$ cat config.mk
export PLATFORM = sky130hd
export DESIGN_NAME = load_store_unit_flat
export DESIGN_NICKNAME = d
export VERILOG_FILES = /design/src/rtl/load_store_unit_if.sv /design/src/rtl/load_store_unit.sv /design/src/flat_wrapper.sv
export SDC_FILE = /design/constraint.sdc
export NUM_CORES = 1
export LEC_CHECK = 0
export CAP_MARGIN = 20
export CORE_MARGIN = 2
export CORE_UTILIZATION = 42
export DETAILED_ROUTE_END_ITERATION = 6
export GPL_ROUTABILITY_DRIVEN = 1
export PLACE_DENSITY = 0.88
export SYNTH_ARGS = -nofsm -noshare
export SYNTH_HDL_FRONTEND = slang
export SYNTH_SLANG_ARGS = --single-unit
$ cat constraint.sdc
create_clock -name clk -period 3.6 [get_ports clk]
set_input_delay 0.54 -clock clk [delete_from_list [all_inputs] [get_ports clk]]
set_output_delay 0.54 -clock clk [all_outputs]
set_load 0.005 [all_outputs]
$ cat src/rtl/load_store_unit_if.sv
// Request/response handshake plus data-memory port of the load/store unit.
// The master side is the execute stage together with the data memory it fronts.
interface load_store_unit_if;
    logic        req_valid;
    logic        req_ready;
    logic        req_write;
    logic [1:0]  req_size;
    logic        req_signed;
    logic [31:0] req_addr;
    logic [31:0] req_wdata;

    logic        resp_valid;
    logic        resp_err;
    logic [31:0] resp_rdata;

    logic [31:0] mem_addr;
    logic [31:0] mem_din;
    logic        mem_rw;
    logic [31:0] mem_dout;

    modport master (
        output req_valid, req_write, req_size, req_signed, req_addr, req_wdata,
        input  req_ready, resp_valid, resp_err, resp_rdata,
        input  mem_addr, mem_din, mem_rw,
        output mem_dout
    );

    modport slave (
        input  req_valid, req_write, req_size, req_signed, req_addr, req_wdata,
        output req_ready, resp_valid, resp_err, resp_rdata,
        output mem_addr, mem_din, mem_rw,
        input  mem_dout
    );
endinterface

$ cat src/rtl/load_store_unit.sv
// MIPS memory-access stage: one outstanding load/store, sub-word stores done as
// read-modify-write against a 256-word memory with a registered read port.
module load_store_unit (
    input  logic               clk,
    input  logic               rst,
    load_store_unit_if.slave   bus
);

    typedef enum logic [2:0] {IDLE, READ, DATA, WRITE, RESP} state_t;

    state_t      state;
    state_t      state_nxt;

    logic [9:0]  addr_q;
    logic [1:0]  size_q;
    logic        write_q;
    logic        signed_q;
    logic        err_q;
    logic [31:0] wdata_q;
    logic [31:0] wbuf;
    logic [31:0] rdata_q;

    logic        accept;
    logic        req_err;
    logic [7:0]  byte_lane;
    logic [15:0] half_lane;
    logic [31:0] load_val;
    logic [31:0] merge_val;
    logic        unused_addr_hi;

    // Upper address bits alias onto the 1 KB window.
    assign unused_addr_hi = ^bus.req_addr[31:10];

    assign accept  = bus.req_valid && (state == IDLE);
    assign req_err = (bus.req_size == 2'b11) ||
                     (bus.req_size == 2'b01 && bus.req_addr[0]) ||
                     (bus.req_size == 2'b10 && bus.req_addr[1:0] != 2'b00);

    always_ff @(posedge clk or posedge rst) begin
        if (rst) begin
            state <= IDLE;
        end else begin
            state <= state_nxt;
        end
    end

    always_comb begin
        state_nxt      = state;
        bus.req_ready  = 1'b0;
        bus.resp_valid = 1'b0;
        bus.resp_err   = 1'b0;
        bus.mem_rw     = 1'b1;
        bus.mem_din    = '0;
        case (state)
            IDLE: begin
                bus.req_ready = 1'b1;
                if (accept) begin
                    if (req_err)
                        state_nxt = RESP;
                    else if (bus.req_write && bus.req_size == 2'b10)
                        state_nxt = WRITE;
                    else
                        state_nxt = READ;
                end
            end
            READ:  state_nxt = DATA;
            DATA:  state_nxt = write_q ? WRITE : RESP;
            WRITE: begin
                bus.mem_rw  = 1'b0;
                bus.mem_din = (size_q == 2'b10) ? wdata_q : wbuf;
                state_nxt   = RESP;
            end
            RESP: begin
                bus.resp_valid = 1'b1;
                bus.resp_err   = err_q;
                state_nxt      = IDLE;
            end
            default: state_nxt = IDLE;
        endcase
    end

    // Little-endian lane select for loads and lane merge for sub-word stores.
    always_comb begin
        case (addr_q[1:0])
            2'd0:    byte_lane = bus.mem_dout[7:0];
            2'd1:    byte_lane = bus.mem_dout[15:8];
            2'd2:    byte_lane = bus.mem_dout[23:16];
            default: byte_lane = bus.mem_dout[31:24];
        endcase
        half_lane = addr_q[1] ? bus.mem_dout[31:16] : bus.mem_dout[15:0];

        case (size_q)
            2'b00:   load_val = {{24{signed_q & byte_lane[7]}}, byte_lane};
            2'b01:   load_val = {{16{signed_q & half_lane[15]}}, half_lane};
            default: load_val = bus.mem_dout;
        endcase

        merge_val = bus.mem_dout;
        if (size_q == 2'b00) begin
            case (addr_q[1:0])
                2'd0:    merge_val[7:0]   = wdata_q[7:0];
                2'd1:    merge_val[15:8]  = wdata_q[7:0];
                2'd2:    merge_val[23:16] = wdata_q[7:0];
                default: merge_val[31:24] = wdata_q[7:0];
            endcase
        end else if (addr_q[1]) begin
            merge_val[31:16] = wdata_q[15:0];
        end else begin
            merge_val[15:0] = wdata_q[15:0];
        end
    end

    // rdata is cleared when a store or error response is produced, otherwise held.
    always_ff @(posedge clk or posedge rst) begin
        if (rst) begin
            addr_q   <= '0;
            size_q   <= '0;
            write_q  <= 1'b0;
            signed_q <= 1'b0;
            err_q    <= 1'b0;
            wdata_q  <= '0;
            wbuf     <= '0;
            rdata_q  <= '0;
        end else begin
            if (accept) begin
                addr_q   <= bus.req_addr[9:0];
                size_q   <= bus.req_size;
                write_q  <= bus.req_write;
                signed_q <= bus.req_signed;
                err_q    <= req_err;
                wdata_q  <= bus.req_wdata;
                if (req_err)
                    rdata_q <= '0;
            end
            if (state == DATA) begin
                if (write_q)
                    wbuf <= merge_val;
                else
                    rdata_q <= load_val;
            end
            if (state == WRITE)
                rdata_q <= '0;
        end
    end

    assign bus.resp_rdata = rdata_q;
    assign bus.mem_addr   = {24'b0, addr_q[9:2]};

endmodule

$ cat src/flat_wrapper.sv
// flat-port wrapper written by rule: the top's interface ports become plain ports
module load_store_unit_flat 
  (clk, rst, bus_req_valid, bus_req_write, bus_req_size, bus_req_signed, bus_req_addr, bus_req_wdata, bus_req_ready, bus_resp_valid, bus_resp_err, bus_resp_rdata, bus_mem_addr, bus_mem_din, bus_mem_rw, bus_mem_dout);
  load_store_unit_if bus_i ();
  input  logic clk;
  input  logic rst;
  input wire logic [$bits(bus_i.req_valid)-1:0] bus_req_valid;
  input wire logic [$bits(bus_i.req_write)-1:0] bus_req_write;
  input wire logic [$bits(bus_i.req_size)-1:0] bus_req_size;
  input wire logic [$bits(bus_i.req_signed)-1:0] bus_req_signed;
  input wire logic [$bits(bus_i.req_addr)-1:0] bus_req_addr;
  input wire logic [$bits(bus_i.req_wdata)-1:0] bus_req_wdata;
  output wire logic [$bits(bus_i.req_ready)-1:0] bus_req_ready;
  output wire logic [$bits(bus_i.resp_valid)-1:0] bus_resp_valid;
  output wire logic [$bits(bus_i.resp_err)-1:0] bus_resp_err;
  output wire logic [$bits(bus_i.resp_rdata)-1:0] bus_resp_rdata;
  output wire logic [$bits(bus_i.mem_addr)-1:0] bus_mem_addr;
  output wire logic [$bits(bus_i.mem_din)-1:0] bus_mem_din;
  output wire logic [$bits(bus_i.mem_rw)-1:0] bus_mem_rw;
  input wire logic [$bits(bus_i.mem_dout)-1:0] bus_mem_dout;
  assign bus_i.req_valid = bus_req_valid;
  assign bus_i.req_write = bus_req_write;
  assign bus_i.req_size = bus_req_size;
  assign bus_i.req_signed = bus_req_signed;
  assign bus_i.req_addr = bus_req_addr;
  assign bus_i.req_wdata = bus_req_wdata;
  assign bus_req_ready = bus_i.req_ready;
  assign bus_resp_valid = bus_i.resp_valid;
  assign bus_resp_err = bus_i.resp_err;
  assign bus_resp_rdata = bus_i.resp_rdata;
  assign bus_mem_addr = bus_i.mem_addr;
  assign bus_mem_din = bus_i.mem_din;
  assign bus_mem_rw = bus_i.mem_rw;
  assign bus_i.mem_dout = bus_mem_dout;
  load_store_unit u_core (.clk(clk), .rst(rst), .bus(bus_i));
endmodule
## Yosys cells after proc, flatten, opt, wreduce, memory -nomap -nowiden

Cells that the tools add are included.

| word-level totals | value |
|---|---|
| output and inout port bits | 100 |
| logic and storage cells | 61 |
| bits of input ports | 103 |
| register bits | 114 |

| operators by class | value |
|---|---|
| equality and inequality tests | 12 |
| multiplexer cells | 26 |
| bitwise operators | 2 |
| reductions and logical operators | 12 |

Operators by type and width:

| cell | number |
|---|---|
| $mux 32 | 8 |
| $pmux 32 s2 | 1 |
| $mux 16 | 3 |
| $mux 8 | 4 |
| $pmux 8 s3 | 1 |
| $pmux 3 s4 | 1 |
| $mux 3 | 3 |
| $eq 2x2->1 const B | 4 |
| $eq 2x1->1 const B | 3 |
| $eq 3x2->1 const B | 2 |
| $logic_and 1x1->1 | 4 |
| $logic_not 2->1 | 2 |
| $mux 1 | 4 |
| $eq 3x1->1 const B | 1 |
| $eq 3x3->1 const B | 1 |
| $logic_not 3->1 | 1 |
| $reduce_or 3->1 | 1 |
| $and 1x1->1 | 2 |
| $logic_or 1x1->1 | 2 |
| $mux 2 | 1 |
| $ne 2x1->1 const B | 1 |
| $reduce_and 2->1 | 1 |
| $reduce_bool 2->1 | 1 |

## Logic depth before layout (Yosys ltp)

Gate-level depths: netlist of run 1.

| logic depth | value |
|---|---|
| word-level depth | 9 |
| depth in mapped cells | 7 |
| depth with buffers taken out | 4 |

## Least setup slack after synthesis of run 1

No wires, ideal clock.

| path | value |
|---|---|
| path kind | flip-flop to output port |
| start | reg u_core.size_q[0] |
| end | out bus_mem_din[10] |
| cell stages (with the launch flop) | 7 |
| buffers on the path | 2 |
| path slack | 1.739 ns |
| arrival | 1.321 ns |
| data required time | 3.060 ns |
| cell sequence | dfrtp_1 -> clkbuf_1 -> inv_1 -> nand2_1 -> clkbuf_1 -> nand2_1 -> a21oi_1 |

| on the way | value |
|---|---|
| longest elaborated chain between the ends | 3 |

Ends and longest elaborated chain:

| element | line | source |
|---|---|---|
| from (decl) | load_store_unit.sv:15 | `logic [1:0] size_q;` |
| from (signal assigned) | load_store_unit.sv:127 | `size_q <= bus.req_size;` |
| $eq 2x2->1 | load_store_unit.sv:70 | `bus.mem_din = (size_q == 2'b10) ? wdata_q : wbuf;` |
| $mux 32 | load_store_unit.sv:70 |  |
| $mux 32 | load_store_unit.sv:54 | `case (state)` |
| to (decl) | flat_wrapper.sv:18 | `output wire logic [$bits(bus_i.mem_din)-1:0] bus_mem_din;` |

Every way passes these cells.

## Final worst setup path of run 1

| path | value |
|---|---|
| start | reg u_core.state[1] |
| end | out bus_mem_din[26] |

| on the way | value |
|---|---|
| longest elaborated chain between the ends | 2 |

Ends and longest elaborated chain:

| element | line | source |
|---|---|---|
| from (decl) | load_store_unit.sv:11 | `state_t state;` |
| from (signal assigned) | load_store_unit.sv:43 | `state <= state_nxt;` |
| $eq 3x2->1 | load_store_unit.sv:54 |  |
| $mux 32 | load_store_unit.sv:54 |  |

Every way passes these cells.

==> results.ini, run 1 <==
[outcome]
status = complete, no violations

[run]
cap_violations = 0

[timing]
skew_ps = 15.3
max_slew.worst_pin.slew_ps = 897
whs_ps = 477
timing.final.hold_violations = 0
tns_ps = 0
rsz0062_at_grt = false
finalSetupViolCount = 0
period_share_pct = 87.3
drv_slew = 0
slew_headroom_pct = 40.2
max_freq_mhz = 318
fin_crit_ps = 3140

[grt]
overflow = 0
grt_use_total_pct = 24.2
grt_max_degree = 65
grt_pass1_wl_um = 27700
grt_pass1_vias = 5230
antenna_found_initial = 0

[worst_setup_path]
worst-setup-path-type = flop to output pin
crit_required_ps = 3060
cp-start-kind = flop
arrival_ps = 2600
crit_fanout = 19
endpoint_kind = output pin

[logic_synthesis]
synth-edff-count = 0
synth-seq-cells = 114
ys_types = 45
synthArstFlopShare_pct = 100
yosysWarnings = 0
syn-instance-count = 693
synth_area_leaders = dfrtp_1 48%, nand2_1 15%, o21ai_0 4.4%, buf_4 4.2%, a21oi_1 3.9%
yosysSeqAreaShare_pct = 47.8
yosysTopAreaCell = dfrtp_1
synth.avg_cell_area_um2 = 8.61
netlist_area_um2 = 5970
synth_ff_type = dfrtp_1
yosysTopAreaCellShare_pct = 47.8

[floorplanning]
boundaryPins = 203
core-area_um2 = 13900
start_util_pct = 43.0
die_h_um = 123
die_area_um2 = 15200
fp-row-count = 43
die_w_um = 123

[routing]
antenna_left = 0
vias_per_cell = 5.38
drt_pass1_iterations = 5
vias = 5468
wirelength_um = 17700
drc = 0
detail_route.iter0.violations = 480
wl_per_cell_um = 17.4

[clock_tree]
clk_pin_slew_ps = 50
cts_made_buffers = 17
cts_root_buf = clkbuf_16
cts_tree = yes
cts_sinks = 114
cts_hold_buf = 0
ctsResizeCount = 0
clk_latency_ps = 420
post_cts_buffers = 0
cts_htree_levels = 4
clockBufferDepth = 2

[worst_hold_path]
hold_class = flop to flop

[placed_design]
post_dp_cell_area_um2 = 7540
place.port_buffers = 156
globalplace.congestion = 0.912
place_hpwl_um = 12700

[cells_and_area]
layout_commonest_cell = nand2_1
syn2layout_area_growth_pct = 37.1
layout.nets = 928
n_antenna_cell = 0
final_cell_mix = 236 x nand2_1, 156 x clkdlybuf4s50_1, 114 x dfrtp_1
layout-drive-gt1-share_pct = 7.17
fin_area_um2 = 8180

[pwr]
vdd_drop_max_v = 0.000515
leakagePower_nw = 3.73
powerDensity_nw_per_um2 = 862

==> final cells by class <==
class / instances / area (um^2)
tap: 180 / 225
fill: 1169 / 5700
clock inverter: 9 / 153
sequential: 114 / 2850
timing repair buffer: 170 / 1710
multi-input combinational: 513 / 2720
inverter: 9 / 36.3
clock buffer: 22 / 484
==> path summary, 6_finish.rpt <==
kind | slack [ps] | cells past startpoint | startpoint | end
min in group asynchronous | 620 | 2 | rst | u_core.bus.resp_rdata[12]$_DFF_PP0_
worst min register to register | 480 | 2 | u_core.addr_q[9]$_DFFE_PP0P_ | u_core.addr_q[9]$_DFFE_PP0P_
worst min-delay path | 480 | 2 | u_core.addr_q[9]$_DFFE_PP0P_ | u_core.addr_q[9]$_DFFE_PP0P_
worst max register to register | 1500 | 4 | u_core.addr_q[0]$_DFFE_PP0P_ | u_core.bus.resp_rdata[8]$_DFF_PP0_
worst max-delay path | 460 | 5 | u_core.state[1]$_DFFE_PP0P_ | bus_mem_din[26]
max in group asynchronous | 2260 | 3 | rst | u_core.wdata_q[5]$_DFFE_PP0P_
==> cells by family after synthesis <==
group	after synthesis	synth area share, %
flip-flops	114	47.8
other	1	0.0629
multiplexers	25	4.47
AO/OA/AOI/OAI	174	18.6
buffers and inverters	89	8.18
AND/OR/NAND/NOR	290	20.9
==> cells in the mapped netlist (2+ instances only) <==
cell and number:
nand2_1 236, dfrtp_1 114, o21ai_0 53, a21oi_1 47, buf_4 33, clkbuf_1 33
mux2i_1 23, o22ai_1 18, a221o_1 16, nor2b_1 14, buf_2 12, o21ai_1 9
inv_1 8, nand2b_1 7, a32o_1 6, a211o_1 5, and3b_1 5, nor2_1 5
o2bb2ai_1 5, a22o_1 4, nor3_1 4, o32ai_1 4, and2_1 3, nand3_1 3
or3_1 3, buf_6 2, nor3_2 2, or2_2 2
==> power by group <==
part	internal, mW	switching (mW)
logic	1.32	1.54
clock network	1.22	0.584
registers	1.88	0.491
==> layer usage <==
layer  share of wire [%]  track usage [%]
met5                   0                0
met4                 3.3             10.7
met3                 9.2             6.69
met2                  46             37.4
met1                  42             31.8
==> sequential cells by signal, indices dropped and copies added (netlist names) <==
| register | flops |
|---|---|
| u_core.bus.resp_rdata | 32 |
| u_core.state | 3 |
| u_core.write_q | 1 |
| u_core.wbuf | 32 |
| u_core.size_q | 2 |
| u_core.wdata_q | 32 |
| u_core.err_q | 1 |
| u_core.addr_q | 10 |
| u_core.signed_q | 1 |
==> worst max-delay path, cell delays in order, from the launching register on <==
cell	delay [ps]
dfrtp_1	430
nor2b_1	220
nand2_1	460
buf_4	390
a21oi_1	160
clkdlybuf4s50_1	520
==> stage by stage <==
| step | std cells | total power, mW | setup WS [ps] | utilization [%] |
|---|---|---|---|---|
| 2_1_floorplan | 716 | 4.11 | 44.3 | - |
| 3_3_place_gp | 985 | 5.09 | 836 | 54.1 |
| 3_5_place_dp | 986 | 5.22 | 935 | 54.3 |
| 4_1_cts | 1017 | 7.05 | 453 | 58.9 |
| 5_1_grt | 1017 | 7.50 | 253 | 58.9 |
| 6_report | 1017 | 7.05 | 456 | 58.9 |
No activity file was read; power rests on OpenSTA's default activity.
==> inputs of run 2 (changes only) <==
GPL_TIMING_DRIVEN = 1   (was not set)
==> results of run 2 <==
No change in the layout: final DEF, timing and power equal those of run 1.
